<file path="config.mk">
export PLATFORM = sky130hd
export DESIGN_NAME = uart_tx_scheduler
export DESIGN_NICKNAME = d
export VERILOG_FILES = /design/src/rtl/uart_sched_pkg.sv /design/src/rtl/sync_fifo.sv /design/src/rtl/uart_tx_scheduler.sv
export SDC_FILE = /design/constraint.sdc
export NUM_CORES = 1
export LEC_CHECK = 0
export CAP_MARGIN = 20
export CORE_ASPECT_RATIO = 0.6
export CORE_MARGIN = 2
export CORE_UTILIZATION = 50
export DETAILED_ROUTE_END_ITERATION = 10
export PLACE_DENSITY_LB_ADDON = 0.05
export REMOVE_ABC_BUFFERS = 1
export SLEW_MARGIN = 20
export SYNTH_ARGS = -nofsm -noshare
export SYNTH_HDL_FRONTEND = slang
export SYNTH_SLANG_ARGS = --single-unit
</file>
<file path="constraint.sdc">
create_clock -name sys_clk -period 3.5 [get_ports sys_clk]
set_input_delay 0.7 -clock sys_clk [delete_from_list [all_inputs] [get_ports sys_clk]]
set_output_delay 0.7 -clock sys_clk [all_outputs]
set_load 0.02 [all_outputs]
</file>
<file path="src/rtl/uart_sched_pkg.sv">
// Shared types and constants for the UART transmit scheduler.
package uart_sched_pkg;

    localparam int unsigned ByteWidth          = 8;
    // 50 MHz / 115200 baud, 8N1 = 4340 cycles, plus guard.
    localparam int unsigned DefaultFrameCycles = 4400;

    typedef enum logic [1:0] {
        StIdle,
        StLoad,
        StStart,
        StWait
    } sched_state_e;

endpackage

</file>
<file path="src/rtl/sync_fifo.sv">
// Synchronous FIFO with registered occupancy; pointers carry an extra MSB so full and empty
// are distinguishable.
module sync_fifo #(
    parameter int unsigned WIDTH = 8,
    parameter int unsigned DEPTH = 8,
    localparam int unsigned AW   = $clog2(DEPTH)
) (
    input  logic             clk_i,
    input  logic             rst_ni,
    input  logic             push_i,
    input  logic [WIDTH-1:0] wdata_i,
    input  logic             pop_i,
    output logic [WIDTH-1:0] rdata_o,
    output logic             full_o,
    output logic             empty_o,
    output logic [AW:0]      level_o
);

    logic [WIDTH-1:0] mem_q [DEPTH];
    logic [AW:0]      wr_ptr_q, rd_ptr_q;
    logic [AW:0]      level_q, level_d;
    logic             do_push, do_pop;

    assign empty_o = (wr_ptr_q == rd_ptr_q);
    assign full_o  = (wr_ptr_q[AW] != rd_ptr_q[AW]) &&
                     (wr_ptr_q[AW-1:0] == rd_ptr_q[AW-1:0]);
    assign do_pop  = pop_i && !empty_o;
    // A pop in the same cycle frees the slot a full FIFO needs for the push.
    assign do_push = push_i && (!full_o || do_pop);
    assign rdata_o = mem_q[rd_ptr_q[AW-1:0]];
    assign level_o = level_q;

    always_comb begin
        level_d = level_q;
        case ({do_push, do_pop})
            2'b10:   level_d = level_q + 1'b1;
            2'b01:   level_d = level_q - 1'b1;
            default: level_d = level_q;
        endcase
    end

    always_ff @(posedge clk_i) begin
        if (!rst_ni) begin
            wr_ptr_q <= '0;
            rd_ptr_q <= '0;
            level_q  <= '0;
        end else begin
            if (do_push) wr_ptr_q <= wr_ptr_q + 1'b1;
            if (do_pop)  rd_ptr_q <= rd_ptr_q + 1'b1;
            level_q <= level_d;
        end
    end

    always_ff @(posedge clk_i) begin
        if (do_push) mem_q[wr_ptr_q[AW-1:0]] <= wdata_i;
    end

endmodule

</file>
<file path="src/rtl/uart_tx_scheduler.sv">
// Shares one uart_tx between buffered key events and a valid/ready aux source, pacing one
// frame at a time with a bounded key burst before aux gets a turn.
module uart_tx_scheduler
    import uart_sched_pkg::*;
#(
    parameter int unsigned FIFO_DEPTH   = 8,
    parameter int unsigned FRAME_CYCLES = DefaultFrameCycles,
    parameter int unsigned KEY_BURST    = 4
) (
    input  logic                          sys_clk,
    input  logic                          sys_rst_n,
    input  logic [ByteWidth-1:0]          key_event,
    input  logic                          on_event,
    input  logic [ByteWidth-1:0]          aux_data,
    input  logic                          aux_valid,
    output logic                          aux_ready,
    output logic [ByteWidth-1:0]          uart_din,
    output logic                          uart_en,
    output logic                          busy,
    output logic [$clog2(FIFO_DEPTH):0]   fifo_level,
    output logic                          overflow
);

    localparam int unsigned FW = $clog2(FRAME_CYCLES);
    localparam int unsigned BW = $clog2(KEY_BURST + 1);
    // LOAD and START take two cycles of the frame; WAIT covers the rest.
    localparam logic [FW-1:0] WaitLast = FW'(FRAME_CYCLES - 3);
    localparam logic [BW-1:0] BurstMax = BW'(KEY_BURST);

    sched_state_e         state_q, state_d;
    logic [FW-1:0]        frame_cnt_q, frame_cnt_d;
    logic [BW-1:0]        burst_q, burst_d;
    logic [ByteWidth-1:0] din_q, din_d;
    logic                 overflow_q, overflow_d;

    logic                 key_pop;
    logic [ByteWidth-1:0] fifo_rdata;
    logic                 fifo_full, fifo_empty;

    sync_fifo #(
        .WIDTH (ByteWidth),
        .DEPTH (FIFO_DEPTH)
    ) u_key_fifo (
        .clk_i   (sys_clk),
        .rst_ni  (sys_rst_n),
        .push_i  (on_event),
        .wdata_i (key_event),
        .pop_i   (key_pop),
        .rdata_o (fifo_rdata),
        .full_o  (fifo_full),
        .empty_o (fifo_empty),
        .level_o (fifo_level)
    );

    always_comb begin
        state_d     = state_q;
        frame_cnt_d = frame_cnt_q;
        burst_d     = burst_q;
        din_d       = din_q;
        key_pop     = 1'b0;
        aux_ready   = 1'b0;
        unique case (state_q)
            // on_event is included so a key into an empty FIFO reaches LOAD one cycle later.
            StIdle: begin
                if (!fifo_empty || on_event || aux_valid) state_d = StLoad;
            end
            StLoad: begin
                if (!fifo_empty && !(aux_valid && burst_q == BurstMax)) begin
                    key_pop = 1'b1;
                    din_d   = fifo_rdata;
                    burst_d = aux_valid ? burst_q + 1'b1 : '0;
                    state_d = StStart;
                end else if (aux_valid) begin
                    aux_ready = 1'b1;
                    din_d     = aux_data;
                    burst_d   = '0;
                    state_d   = StStart;
                end else begin
                    // Aux request withdrawn before it could be granted.
                    state_d = StIdle;
                end
            end
            StStart: begin
                frame_cnt_d = '0;
                state_d     = StWait;
            end
            StWait: begin
                if (frame_cnt_q == WaitLast) state_d = StIdle;
                else                         frame_cnt_d = frame_cnt_q + 1'b1;
            end
            default: state_d = StIdle;
        endcase
    end

    assign overflow_d = overflow_q | (on_event & fifo_full & ~key_pop);

    always_ff @(posedge sys_clk) begin
        if (!sys_rst_n) begin
            state_q     <= StIdle;
            frame_cnt_q <= '0;
            burst_q     <= '0;
            din_q       <= '0;
            overflow_q  <= 1'b0;
        end else begin
            state_q     <= state_d;
            frame_cnt_q <= frame_cnt_d;
            burst_q     <= burst_d;
            din_q       <= din_d;
            overflow_q  <= overflow_d;
        end
    end

    assign uart_din = din_q;
    assign uart_en  = (state_q == StStart);
    assign busy     = (state_q != StIdle);
    assign overflow = overflow_q;

endmodule
</file>
==> results.md, run 1 <==
- Final Max Tran Viols: 0
- Asr flop ratio synth: 0%
- Syn Inst Count: 347
- Area post-placement: 0.00511 mm²
- Reg-to-Reg Start: u_key_fifo.wr_ptr_q[0]$_SDFFE_PN0P_
- Predominant post-synthesis flop cell: edfxtp_1
- CTS resizes: 1
- #FFs+latches synth: 106
- Peak supply drop: 0.301 mV
- Rel. slew slack: 31.5%
- Antenna violations before repair: 0
- Critical path, cell by cell: xor2_1 > or4_1 > and2_1 > nor2_1 > clkdlybuf4s50_1
- Fin crit period: 3340 ps
- Static leakage: 1.88 nW
- HP Class: reg2reg
- Clock Tree Buf Depth: 2
- Cell Rows: 27
- Hold path endpoint: overflow$_SDFF_PN0_
- Vias/cell: 5.69
- Final Non-Filler Cells: 509
- Slew @ Worst Pin: 1020 ps
- Detailed-router iteration count before antenna repair: 4
- Pwr/cell area: 518 mW/mm²
- Vias in the first global route: 2,805
- Share of post-route cells with drive strength above 1: 15.8%
- Post-CTS setup buffer count: 0
- Routability cong.: 0.828
- Data required, critical path: 2800 ps
- Crit Path Max Fanout: 11
- H-tree depth: 3
- Placed instance count: 493
- Clk slew on worst S/H paths: 60 ps
- I/O pin cnt: 36
- Post-synth cell types: 47
- Ant. Diodes: 0
- Met2 Resource Use GR: 29.6%
- Clock Sinks: 106
- Maximum number of pins on one net before global-route repair: 40
- Arrival time at the worst endpoint: 2640 ps
- Setup WS post-layout: 159 ps
- GRT Util Overall: 21.8%
- Final instance area: 0.00541 mm²
- Fmax: 299 MHz
- Register area share after synthesis: 60.3%
- Final hold violation count: 0
- Reg2Reg Depth: 10
- Slowest CP cell: clkdlybuf4s50_1
- Initial Util: 50.6%
- Grt met1 use: 34.4%
- Yosys warnings: 0
- First-pass GRT wire length: 15,800 µm
- Routed WL: 10,000 µm
- Hold path depth: 2
- Synth Area per Inst: 13.2 µm²
- Sequential Power Share: 50.9%
- Mapped Area: 0.00458 mm²
- Sw Pwr: 0.694 mW
- Grt total ovfl: 0
- Final Cycle Share: 95.4%
- Fill cells: 729
- Switching Fraction: 24.8%
- Mean routed wirelength per cell: 19.7 µm
- Most used routing layer: met1
- Post-synth EDFFs: 64
- Outcome: complete, no violations
- 1st-iter DRT viols: 256
- # Max-Cap Violations: 0
- Hold Buf Count CTS: 0
- Die height: 78.2 µm
- Clock power share: 34.7%
- Reg-to-reg slack, setup: 870 ps
- Worst hold slack: 464 ps
- Number of remaining DRC errors: 0
- Bufs and invs on worst path: 1
- Final core utilization: 59.7%
- Die X: 128 µm
- Setup Total Neg Slack: 0 ps
- Worst-Skew Late Latency: 340 ps
- CTS root buf: clkbuf_16
- Internal power: 2.11 mW
- Critical Path Start Type: register
- Port bufs: 35
- Top delay family on crit path: simple AND/OR/NAND/NOR gates
- # nets final: 415
- Overall Power: 2.80 mW
- Total vias in the final route: 2,896
- Gate power share: 14.4%
- Most frequent cells in the layout: 64 x edfxtp_1, 39 x dfxtp_1, 37 x nand2_1
- Fin Clk Skew: 3.90 ps
- Post-DP HPWL: 6930 µm
- Met3 Usage GRT: 5.73%
- Die area: 0.00997 mm²
- RSZ-0062 raised after global routing: false
- CTS tree: built
- CP Class: reg2out
- Antenna Nets Post-Route: 0
- Levels on crit path: 5
- Layout area overhead: 17.9%
- Endpoint class of the critical path: output port
- TritonCTS Buffers: 9
- CORE AREA: 0.00905 mm²
- Hold path startpoint: overflow$_SDFF_PN0_
- Commonest non-fill, non-tap cell in the layout: edfxtp_1
- R2R Path End: u_key_fifo.level_o[2]$_SDFFE_PN0P_
- Finish-stage setup viols: 0
- CP peak stage delay: 630 ps
- Setup slack at placement: 319 ps
Yosys cell counts, types with 5 or more instances:
cell,instances,area share (%)
dfxtp_1,42,18
nand2b_1,7,0.96
ha_1,7,1.9
nand2_1,37,3.0
nor2_1,14,1.1
inv_1,7,0.57
edfxtp_1,64,42
mux2i_1,6,1.3
a21boi_0,7,1.1
buf_2,5,0.55
nand3_1,7,0.76
a21oi_1,8,0.87
nor2b_1,7,0.96
o21ai_0,13,1.4
a31oi_1,8,1.1
mux4_2,16,7.9
clkbuf_1,10,0.82
xor2_1,13,2.5
mux2_2,8,2.0
and2_1,9,1.2
nand4_1,7,0.96
worst min-delay path, delay by kind of cell (launching register included):
family	cells	cell delay, ps
AOI/OAI and AO/OA	1	60
DFF	1	310
buffers and inverters	1	40
routing by layer:
| metal | routed length, µm | vias up | share of wire, % |
|---|---|---|---|
| li1 | - | 1381 | - |
| met1 | 5340 | 1441 | 53 |
| met2 | 4050 | 65 | 40 |
| met3 | 543 | 9 | 5.4 |
| met4 | 109 | 0 | 1.1 |
| met5 | 0 | - | 0 |
worst max-delay path by stage:
stage / startpoint / end
2_1_floorplan: aux_valid / u_key_fifo.mem_q[1][0]$_DFFE_PP_
3_3_place_gp: aux_valid / aux_ready
3_5_place_dp: aux_valid / aux_ready
4_1_cts: u_key_fifo.wr_ptr_q[1]$_SDFFE_PN0P_ / aux_ready
5_1_grt: u_key_fifo.wr_ptr_q[0]$_SDFFE_PN0P_ / aux_ready
6_report: u_key_fifo.wr_ptr_q[0]$_SDFFE_PN0P_ / aux_ready
sequential cells by signal, summed over array words and instances, names as in the netlist, named ones only:
| register | count |
|---|---|
| frame_cnt_q | 13 |
| uart_din | 8 |
| u_key_fifo.rd_ptr_q | 4 |
| burst_q | 3 |
| u_key_fifo.wr_ptr_q | 4 |
| u_key_fifo.level_o | 4 |
| overflow | 1 |
| u_key_fifo.mem_q | 64 |
| state_q | 1 |
kinds of logic after synthesis:
| logic type | after synthesis | share of synthesized area, % |
|---|---|---|
| flip-flops | 106 | 60.3 |
| buffers and inverters | 24 | 2.35 |
| AO/OA/AOI/OAI | 51 | 8.35 |
| AND/OR/NAND/NOR | 112 | 12.7 |
| XOR/XNOR | 17 | 3.25 |
| multiplexers | 30 | 11.1 |
| adder cells (fa/ha/maj) | 7 | 1.91 |
power by group through the flow:
stage / Combinational, mW / Sequential (mW) / Clock, mW
floorplan: 0.207 / 1.47 / 0
global placement: 0.399 / 1.45 / 0
detailed placement: 0.403 / 1.45 / 0
CTS: 0.405 / 1.43 / 0.996
global route: 0.441 / 1.44 / 1.04
finish: 0.404 / 1.43 / 0.972
final cells by class:
type / instances / area (µm²) / share of cell area, %
multi-input cells: 217 / 1740 / 32.2
well taps: 116 / 145 / 2.69
clock buffers: 10 / 229 / 4.24
inverters: 7 / 26.3 / 0.486
flip-flops and latches: 106 / 2770 / 51.2
clock inverters: 6 / 57.6 / 1.06
repair buffers: 47 / 440 / 8.15
Power figures use the tool's default switching activity.
==> run 2: changes to the inputs <==
--- a/config.mk
+++ b/config.mk
@@ -10,6 +10,7 @@
 export CORE_MARGIN = 2
 export CORE_UTILIZATION = 50
 export DETAILED_ROUTE_END_ITERATION = 10
+export MAX_ROUTING_LAYER = met4
 export PLACE_DENSITY_LB_ADDON = 0.05
 export REMOVE_ABC_BUFFERS = 1
 export SLEW_MARGIN = 20
==> constraint.sdc (replaced) <==
create_clock -name sys_clk -period 3.1 [get_ports sys_clk]
set_input_delay 0.62 -clock sys_clk [delete_from_list [all_inputs] [get_ports sys_clk]]
set_output_delay 0.62 -clock sys_clk [all_outputs]
set_load 0.02 [all_outputs]
==> run 2 against run 1 <==
  * Cell count rose by 1.2%
  * First-iteration DRC count rose by 11%
  * Sequential share of layout area shrank 0.33 points
  * Design area increased by 0.51%
  * Count of clock-buffer cells in the layout increased by 1
  * Largest cell class unchanged
  * Largest power group unchanged
  * Highest routed layer unchanged
==> results.md, run 2 (synthesis gave the netlist of run 1 again) <==
- Final Max Tran Viols: 0 (unchanged)
- Slew @ Worst Pin: 1040 ps (was 1020 ps)
- Sequential Power Share: 50.7% (was 50.9%)
- Worst-Skew Late Latency: 350 ps (was 340 ps)
- Antenna violations before repair: 0 (unchanged)
- Vias in the first global route: 2,793 (was 2,805)
- Number of remaining DRC errors: 0 (unchanged)
- Clk slew on worst S/H paths: 80 ps (was 60 ps)
- Most used routing layer: met1 (unchanged)
- Fmax: 373 MHz
- Final hold violation count: 0 (unchanged)
- Routability cong.: 0.826 (was 0.828)
- Pwr/cell area: 581 mW/mm² (was 518 mW/mm²)
- Fin crit period: 2680 ps
- Endpoint class of the critical path: output port (unchanged)
- Mean routed wirelength per cell: 19.3 µm (was 19.7 µm)
- Cell Rows: 27 (unchanged)
- # nets final: 421 (was 415)
- Clock Sinks: 106 (unchanged)
- Hold Buf Count CTS: 0 (unchanged)
- Layout area overhead: 18.5% (was 17.9%)
- Vias/cell: 5.59 (was 5.69)
- Antenna Nets Post-Route: 0 (unchanged)
- Peak supply drop: 0.316 mV (was 0.301 mV)
- H-tree depth: 3 (unchanged)
- I/O pin cnt: 36 (unchanged)
- Most frequent cells in the layout: 64 x edfxtp_1, 42 x dfxtp_1, 37 x nand2_1 (was 64 x edfxtp_1, 39 x dfxtp_1, 37 x nand2_1)
- Port bufs: 35 (unchanged)
- Clock power share: 34.1% (was 34.7%)
- Internal power: 2.34 mW (was 2.11 mW)
- Sw Pwr: 0.816 mW (was 0.694 mW)
- Commonest non-fill, non-tap cell in the layout: edfxtp_1 (unchanged)
- Crit Path Max Fanout: 4 (was 11)
- Arrival time at the worst endpoint: 2060 ps (was 2640 ps)
- Setup Total Neg Slack: 0 ps (unchanged)
- Clock Tree Buf Depth: 2 (unchanged)
- CTS root buf: clkbuf_16 (unchanged)
- Top delay family on crit path: simple AND/OR/NAND/NOR gates (unchanged)
- GRT Util Overall: 21.8% (about the same)
- Grt total ovfl: 0 (unchanged)
- Post-DP HPWL: 6870 µm (was 6930 µm)
- Total vias in the final route: 2,881 (was 2,896)
- CP Class: reg2out (unchanged)
- CTS tree: built (unchanged)
- CP peak stage delay: 550 ps (was 630 ps)
- Ant. Diodes: 0 (unchanged)
- Gate power share: 15.2% (was 14.4%)
- Rel. slew slack: 29.9% (was 31.5%)
- Bufs and invs on worst path: 1 (unchanged)
- Final Cycle Share: 86.5%
- Slowest CP cell: or4_1 (was clkdlybuf4s50_1)
- Maximum number of pins on one net before global-route repair: 40 (unchanged)
- Area post-placement: 0.00515 mm² (was 0.00511 mm²)
- Fin Clk Skew: 13.5 ps (was 3.90 ps)
- Finish-stage setup viols: 0 (unchanged)
- Routed WL: 9920 µm (was 10,000 µm)
- Detailed-router iteration count before antenna repair: 4 (unchanged)
- TritonCTS Buffers: 9 (unchanged)
- Outcome: complete, no violations (unchanged)
- Critical Path Start Type: register (unchanged)
- Die height: 78.2 µm (unchanged)
- Die X: 128 µm (unchanged)
- Initial Util: 50.6% (unchanged)
- Die area: 0.00997 mm² (unchanged)
- Largest register FFs: 64 (unchanged)
- RSZ-0062 raised after global routing: false (unchanged)
- Switching Fraction: 25.8% (was 24.8%)
- CORE AREA: 0.00905 mm² (unchanged)
- Met3 Usage GRT: 4.77% (was 5.73%)
- Data required, critical path: 2480 ps (was 2800 ps)
- First-pass GRT wire length: 15,600 µm (was 15,800 µm)
- Final instance area: 0.00543 mm² (was 0.00541 mm²)
- Share of post-route cells with drive strength above 1: 16.8% (was 15.8%)
- HP Class: reg2reg (unchanged)
- Grt met1 use: 34.1% (was 34.4%)
- # Max-Cap Violations: 0 (unchanged)
- Met2 Resource Use GR: 28.2% (was 29.6%)
- Critical path, cell by cell: xor2_1 > or4_1 > and2_1 > nor2_1 > dlymetal6s2s_1 (was xor2_1 > or4_1 > and2_1 > nor2_1 > clkdlybuf4s50_1)
- 1st-iter DRT viols: 283 (was 256)
- Static leakage: 1.93 nW (was 1.88 nW)
-- run 2: changes by cell type in the layout (fill, tap and decap cells not counted), moves of 2 or more --
cell,before,now
buf_4,12,18
dfxtp_2,3,0
clkinv_1,2,0
inv_4,0,2
dfxtp_1,39,42
-- run 2: metrics by stage --
step	cells	hold slack (ps)	utilization [%]	power [mW]	worst slack (ps)
2_1_floorplan	330	459	-	1.89	559
3_3_place_gp	499	447	56.9	2.10	224
3_5_place_dp	499	460	56.9	2.11	117
4_1_cts	515	469	60.0	3.18	21.2
5_1_grt	515	494	60.0	3.28	323
6_report	515	462	60.0	3.16	420
-- run 2: worst paths after layout --
path,endpoint,cells after the start,slack [ps],from
worst max register to register,u_key_fifo.level_o[2]$_SDFFE_PN0P_,10,480,u_key_fifo.rd_ptr_q[0]$_SDFFE_PN0N_
worst min register to register,overflow$_SDFF_PN0_,2,460,overflow$_SDFF_PN0_
worst max-delay path,aux_ready,5,420,u_key_fifo.rd_ptr_q[0]$_SDFFE_PN0N_
worst min-delay path,overflow$_SDFF_PN0_,2,460,overflow$_SDFF_PN0_
-- run 2: final cells by class --
cell class / count / area [µm²]
multi-input cells: 217 / 1730
well taps: 116 / 145
clock inverters: 5 / 36.3
flip-flops and latches: 106 / 2760
fillers: 720 / 3620
clock buffers: 11 / 243
inverters: 7 / 26.3
repair buffers: 53 / 488
-- run 2: power by group through the flow --
| stage | Sequential (mW) | Combinational [mW] | Clock [mW] |
|---|---|---|---|
| after floorplan | 1.66 | 0.234 | 0 |
| after global placement | 1.63 | 0.473 | 0 |
| after detailed placement | 1.63 | 0.477 | 0 |
| after CTS | 1.60 | 0.480 | 1.10 |
| after global routing | 1.61 | 0.523 | 1.15 |
| final | 1.60 | 0.480 | 1.08 |
-- run 2: worst min-delay path, cell delays in order (launching register included) --
cell and delay (ps):
dfxtp_1 310, inv_1 40, a21boi_0 60
-- run 2: what timing repair did --
item,in CTS,in global routing
setup endpoints to repair,0,1
buffers inserted,0,0
gates resized for setup,0,1
-- run 2: metal layers --
metal  part of all wire (%)  vias up
met1                     54     1413
met3                    4.7       15
met2                     40       63
met4                    1.3        0
met5                      0        -
li1                       -     1390
